**src/rtl/cpu_pkg.sv**
```systemverilog
// Shared definitions for the Harvard no-pipeline CPU.
// Contents:
//    seq_state_t       - sequencer FSM state encoding (IDLE, FETCH, EXEC1, EXEC2)
//    FETCH_B..EXEC2_B  - bit positions of the one-hot phase strobes on `state`
//    INST_W_DEF        - default opcode width, shared by decoder and sequencer
//    OPND_W_DEF        - default operand width, shared by decoder and sequencer
package cpu_pkg;

   typedef enum logic [1:0] {
      IDLE  = 2'd0,
      FETCH = 2'd1,
      EXEC1 = 2'd2,
      EXEC2 = 2'd3
   } seq_state_t;

   localparam int FETCH_B = 0;
   localparam int EXEC1_B = 1;
   localparam int EXEC2_B = 2;

   localparam int INST_W_DEF = 4;
   localparam int OPND_W_DEF = 8;

endpackage

```
**src/rtl/cpu_sequencer.sv**
```systemverilog
// Timing sequencer and instruction register for the Harvard no-pipeline CPU.
// Fetches one instruction word per instruction through a req/ack handshake,
// then walks two execute phases that can be held by `stall`.
// Ports:
//    clk, rst_n   - clock, asynchronous active-low reset
//    start, stop  - leave IDLE / return to IDLE at the end of EXEC2
//    imem_req     - fetch request (high throughout FETCH)
//    imem_ack     - program memory word valid
//    imem_data    - {opcode, operand}
//    stall        - holds EXEC1/EXEC2
//    state        - one-hot phase strobes {exec2, exec1, fetch}, one cycle each
//    inst/operand - latched instruction fields
//    busy         - not IDLE
//    retired      - completed-instruction count, wraps
module cpu_sequencer
   import cpu_pkg::*;
#(
   parameter int INST_W = INST_W_DEF,
   parameter int OPND_W = OPND_W_DEF,
   parameter int CNT_W  = 16
) (
   input  logic                     clk,
   input  logic                     rst_n,
   input  logic                     start,
   input  logic                     stop,
   output logic                     imem_req,
   input  logic                     imem_ack,
   input  logic [INST_W+OPND_W-1:0] imem_data,
   input  logic                     stall,
   output logic [2:0]               state,
   output logic [INST_W-1:0]        inst,
   output logic [OPND_W-1:0]        operand,
   output logic                     busy,
   output logic [CNT_W-1:0]         retired
);

   seq_state_t fsm;

   always_ff @(posedge clk or negedge rst_n) begin
      if (!rst_n) begin
         fsm     <= IDLE;
         inst    <= '0;
         operand <= '0;
         retired <= '0;
      end else begin
         unique case (fsm)
            IDLE: begin
               if (start) fsm <= FETCH;
            end
            FETCH: begin
               if (imem_ack) begin
                  fsm     <= EXEC1;
                  inst    <= imem_data[INST_W+OPND_W-1:OPND_W];
                  operand <= imem_data[OPND_W-1:0];
               end
            end
            EXEC1: begin
               if (!stall) fsm <= EXEC2;
            end
            EXEC2: begin
               if (!stall) begin
                  // stop takes priority over a concurrent start; start is not queued
                  fsm     <= stop ? IDLE : FETCH;
                  retired <= retired + 1'b1;
               end
            end
            default: fsm <= IDLE;
         endcase
      end
   end

   // Strobes qualify the FSM state with the handshake/stall so each phase
   // fires exactly one cycle per instruction, however long it is held.
   always_comb begin
      state          = '0;
      state[FETCH_B] = (fsm == FETCH) && imem_ack;
      state[EXEC1_B] = (fsm == EXEC1) && !stall;
      state[EXEC2_B] = (fsm == EXEC2) && !stall;
   end

   assign imem_req = (fsm == FETCH);
   assign busy     = (fsm != IDLE);

endmodule

```
**config.mk**
```make
export PLATFORM = sky130hd
export DESIGN_NAME = cpu_sequencer
export DESIGN_NICKNAME = d
export VERILOG_FILES = /design/src/rtl/cpu_pkg.sv /design/src/rtl/cpu_sequencer.sv
export SDC_FILE = /design/constraint.sdc
export NUM_CORES = 1
export LEC_CHECK = 0
export ABC_AREA = 1
export BUFFER_PORTS_ARGS = -buffer_cell sky130_fd_sc_hd__buf_2
export CAP_MARGIN = 15
export CORE_UTILIZATION = 49
export DETAILED_ROUTE_END_ITERATION = 10
export PLACE_DENSITY = 0.78
export SLEW_MARGIN = 20
export SYNTH_ARGS = -nofsm -noshare
export SYNTH_HDL_FRONTEND = slang
export SYNTH_SLANG_ARGS = --single-unit
```
**constraint.sdc**
```tcl
create_clock -name clk -period 1.7 [get_ports clk]
set_input_delay 0.085 -clock clk [delete_from_list [all_inputs] [get_ports clk]]
set_output_delay 0.085 -clock clk [all_outputs]
set_load 0.05 [all_outputs]
```
After elaboration in Yosys (flattened, before gate mapping). Cells that the tools add are included.

Mux-type cells: 6. $add $sub $neg: 1. Bitwise logic cells: 1. Equal/unequal tests: 7. Reductions and logical operators: 9.

Operator list (count): $add A16 B1 Y16 const B (1); $mux W2 (4); $pmux W2 S4 (1); $ne A2 B2 Y1 const B (3); $eq A2 B2 Y1 const B (2); $reduce_and A2 Y1 (2); $reduce_and A4 Y1 (1); $logic_and A1 B1 Y1 (3); $eq A2 B1 Y1 const B (1); $logic_not A2 Y1 (1); $ne A2 B1 Y1 const B (1); $reduce_bool A2 Y1 (1); $logic_not A1 Y1 (1); $mux W1 (1); $not A1 Y1 (1).

Register bits after elaboration: 30. Output and inout port bits: 33. Input bits: 18.

Depth between registers and ports, before layout.
Depth after elaboration: 3. Mapped depth: 9. Mapped depth without buffers: 9.

Worst setup path after synthesis. Ideal clock, no wire load.

Path type: reg2reg. Start: reg fsm[1]. End: reg inst[0]. Data arrival time: 1765 ps. Setup time: 66 ps. Clock period less this slack: 1831 ps. Required time: 1634 ps. Buffers on the path: 1. Stages on the path, launching flop included: 8. Path slack: -131 ps. Cells stage by stage: dfrtp_1 -> inv_1 -> ha_1 -> nand2_1 -> inv_1 -> buf_2 -> nand2_1 -> nand2_1.

Longest elaborated chain between the ends: 2.

RTL lines: start, declared (line cpu_sequencer.sv:37) `seq_state_t fsm;`; start signal, assigned (line cpu_sequencer.sv:63) `fsm <= stop ? IDLE : FETCH;`; $eq A2 B1 Y1; named net imem_req (line cpu_sequencer.sv:26) `output logic imem_req,`; $reduce_and A2 Y1 (no line); end signal, assigned (line cpu_sequencer.sv:53) `inst <= imem_data[INST_W+OPND_W-1:OPND_W];`; end, declared (line cpu_sequencer.sv:31) `output logic [INST_W-1:0] inst,`.

The timed path passes the listed nets, and every way through them passes these cells. A chain may end at the register's enable or synchronous reset.

Final worst setup path.
Start: reg fsm[1]. End: out state[0].

Longest elaborated chain between the ends: 2.

RTL lines: $eq A2 B1 Y1 (line cpu_sequencer.sv:76) `state[FETCH_B] = (fsm == FETCH) && imem_ack;`; $logic_and A1 B1 Y1 (line cpu_sequencer.sv:76); end, declared (line cpu_sequencer.sv:30) `output logic [2:0] state,`.

Every way passes these cells.

==> results.json <==
{
  "min_path_type": "in -> reg",
  "total_power_mw": 3.14,
  "run_status": "finished with violations",
  "share_comb_of_total_power_pct": 53.4,
  "rsz0062_at_grt": "no",
  "synth_top_area_cell": "dfrtp_1",
  "hold_viol": 0,
  "worst-setup-path-type": "reg -> out",
  "ys_seq_area_share_pct": 49.6,
  "dp_hpwl_um": 2230,
  "p_sw_share_pct": 52.4,
  "slew_headroom_pct": 57.2,
  "synth-seq-cells": 30,
  "cp.required_ns": 1.62,
  "p_clk_share_pct": 12.3,
  "cts_root_buf": "clkbuf_4",
  "num_rows": 19,
  "num_antenna_cells": 0,
  "power_density_nw_per_um2": 1580,
  "routedWlPerCell_um": 11.0,
  "nFillCells": 223,
  "coreArea_um2": 2830,
  "first_pass_iters": 9,
  "clkSlewWorstSetupHoldPaths_ns": 0.09,
  "fmax_ghz": 0.656,
  "clockBufferDepth": 2,
  "grt.overflow.total": 0,
  "r2r_cells": 6,
  "fin_nets": 280,
  "vias": 1350,
  "initial_core_util_pct": 53.5,
  "worst_pin_slew_ns": 0.641,
  "setup_viol": 0,
  "place_inst": 267,
  "wl_um": 3160,
  "setup_tns_ns": 0,
  "failed_checks": "DRC",
  "period_needed_ns": 1.52,
  "slew_viol_final": 0,
  "finalNonFillerCells": 287,
  "peakVddDrop_v": 0.00121,
  "synth_edf_count": 0,
  "synthCells": 186,
  "synth_cell_types": 21,
  "cts_buffers": 5,
  "cap_violations": 0,
  "synth_top_area_share_pct": 49.6,
  "grt_pass1_wl_um": 5350,
  "die_h_um": 57.6,
  "grt_pass1_vias": 1309,
  "drive_gt1_share_pct": 28.1,
  "die_w_um": 57.6,
  "syn_avg_cell_area_um2": 8.13,
  "drtAntennaViolNets": 0,
  "cp-end-kind": "output port",
  "p_leak_nw": 1.11,
  "ys.flop_type": "dfrtp_1",
  "worstPathMaxFanout": 5,
  "numPortBuffers": 50,
  "hold_slack_ns": 0.0939,
  "finalCritPeriodShare_pct": 89.6,
  "yosysWarningCount": 0,
  "synth_nets": 210,
  "arrival_ns": 1.44,
  "intPower_mw": 1.50,
  "ioPinCount": 51,
  "clock_latency_ns": 0.31,
  "gp_congestion": 0.811,
  "grt_max_degree": 31,
  "drt_iter0_drc": 51,
  "htree_levels": 2,
  "dieArea_um2": 3310,
  "netlist_area_um2": 1510,
  "p_switching_mw": 1.65,
  "antenna_found_initial": 0,
  "route.detailed.drc": 3,
  "areaGrowthSynthToFinish_pct": 31.7,
  "skew_ns": 0.0107,
  "worstHoldPathCells": 4,
  "cp-start-kind": "flip-flop",
  "ys_top_cells_by_area": "dfrtp_1 50%, nand2_1 19%, inv_1 6.0%",
  "cts_tree": "done",
  "clock_sinks": 30,
  "track_usage_pct": 21.3,
  "r2r_slack_ns": 0.36,
  "synth-async-reset-ratio_pct": 100,
  "avgViaCountPerCell": 4.70,
  "p_seq_share_pct": 34.4
}
worst max-delay path: stages (launching register included):
cell     delay (ns)
dfrtp_1        0.42
inv_1          0.14
ha_2           0.21
nand2_1        0.08
inv_2          0.11
buf_6          0.17
logic make-up (layout without fill, tap and decap cells):
kind of cell,after synthesis,count (layout),share of synthesized area (%)
xor+xnor,10,10,5.79
fa+ha+maj,6,6,4.96
buf+inv,29,99,7.28
flops,30,30,49.6
simple gates,106,106,30.6
compound gates,5,5,1.74
per-layer routing:
metal	GRT usage (%)	part of all wire (%)	vias to the layer above
met4	7.32	1.0	0
li1	-	-	700
met1	25.1	45	599
met2	38.0	49	46
met5	0	0	-
met3	4.99	4.3	5
synth_stat cells (3+ instances only):
cell	instances
inv_2	3
inv_1	24
nor2_1	11
xnor2_1	6
nor2_2	4
ha_1	6
dfrtp_1	30
nand2_1	75
nand4_1	5
xor2_1	4
nand3_1	4
nor2_4	3
final cells by class:
type                    count  area (um2)  share of cell area, %
well taps                  31        38.8                   1.95
repair buffers             65         402                   20.2
inverters                  27         101                   5.09
multi-input cells         127         654                   32.9
clock buffers               7        45.0                   2.26
flip-flops and latches     30         751                   37.7
placed cells by master (no fill, tap or decap), drive strengths merged:
| master | count |
|---|---|
| xor2 | 4 |
| ha | 6 |
| inv | 27 |
| dlygate4sd3 | 13 |
| o21ai | 3 |
| nand2 | 77 |
| dfrtp | 30 |
| nand3 | 5 |
| xnor2 | 6 |
| a21oi | 1 |
| clkbuf | 7 |
| nor2 | 18 |
| nand4 | 5 |
| buf | 52 |
| o22ai | 1 |
| nand3b | 1 |
sequential cells by signal (all words and copies together) (netlist names):
register  count
retired      16
fsm           2
operand       8
inst          4
what timing repair did:
item                       4_1_cts  5_1_grt
hold buffers                    13        0
hold endpoints to repair        42        0
buffers inserted                 0        0
resized for setup                0        4
setup endpoints to repair        0        1
per-stage QoR:
stage,instance area (um2),utilization (%),setup slack [ns]
6_report,1990,70.4,0.176
5_1_grt,1990,70.4,0.0600
4_1_cts,1990,70.2,0.0225
3_5_place_dp,1810,64.0,0.358
3_3_place_gp,1810,64.0,0.392
2_1_floorplan,1520,-,0.0498
path summary, 6_finish.rpt:
path | start | to
max | fsm[1] | state[0]
min | stall | retired[1]
max reg2reg | fsm[1] | retired[15]
min reg2reg | operand[7] | operand[7]
max in group asynchronous | rst_n | inst[3]
min in group asynchronous | rst_n | retired[1]
power by group through the flow:
stage | registers, mW | logic (mW) | clock network, mW
after floorplan | 1.70 | 0.646 | 0
after global placement | 1.09 | 1.62 | 0
after detailed placement | 1.09 | 1.64 | 0
after CTS | 1.08 | 1.66 | 0.395
after global routing | 1.11 | 1.81 | 0.425
final | 1.08 | 1.68 | 0.385
Power figures use the tool's default switching activity.
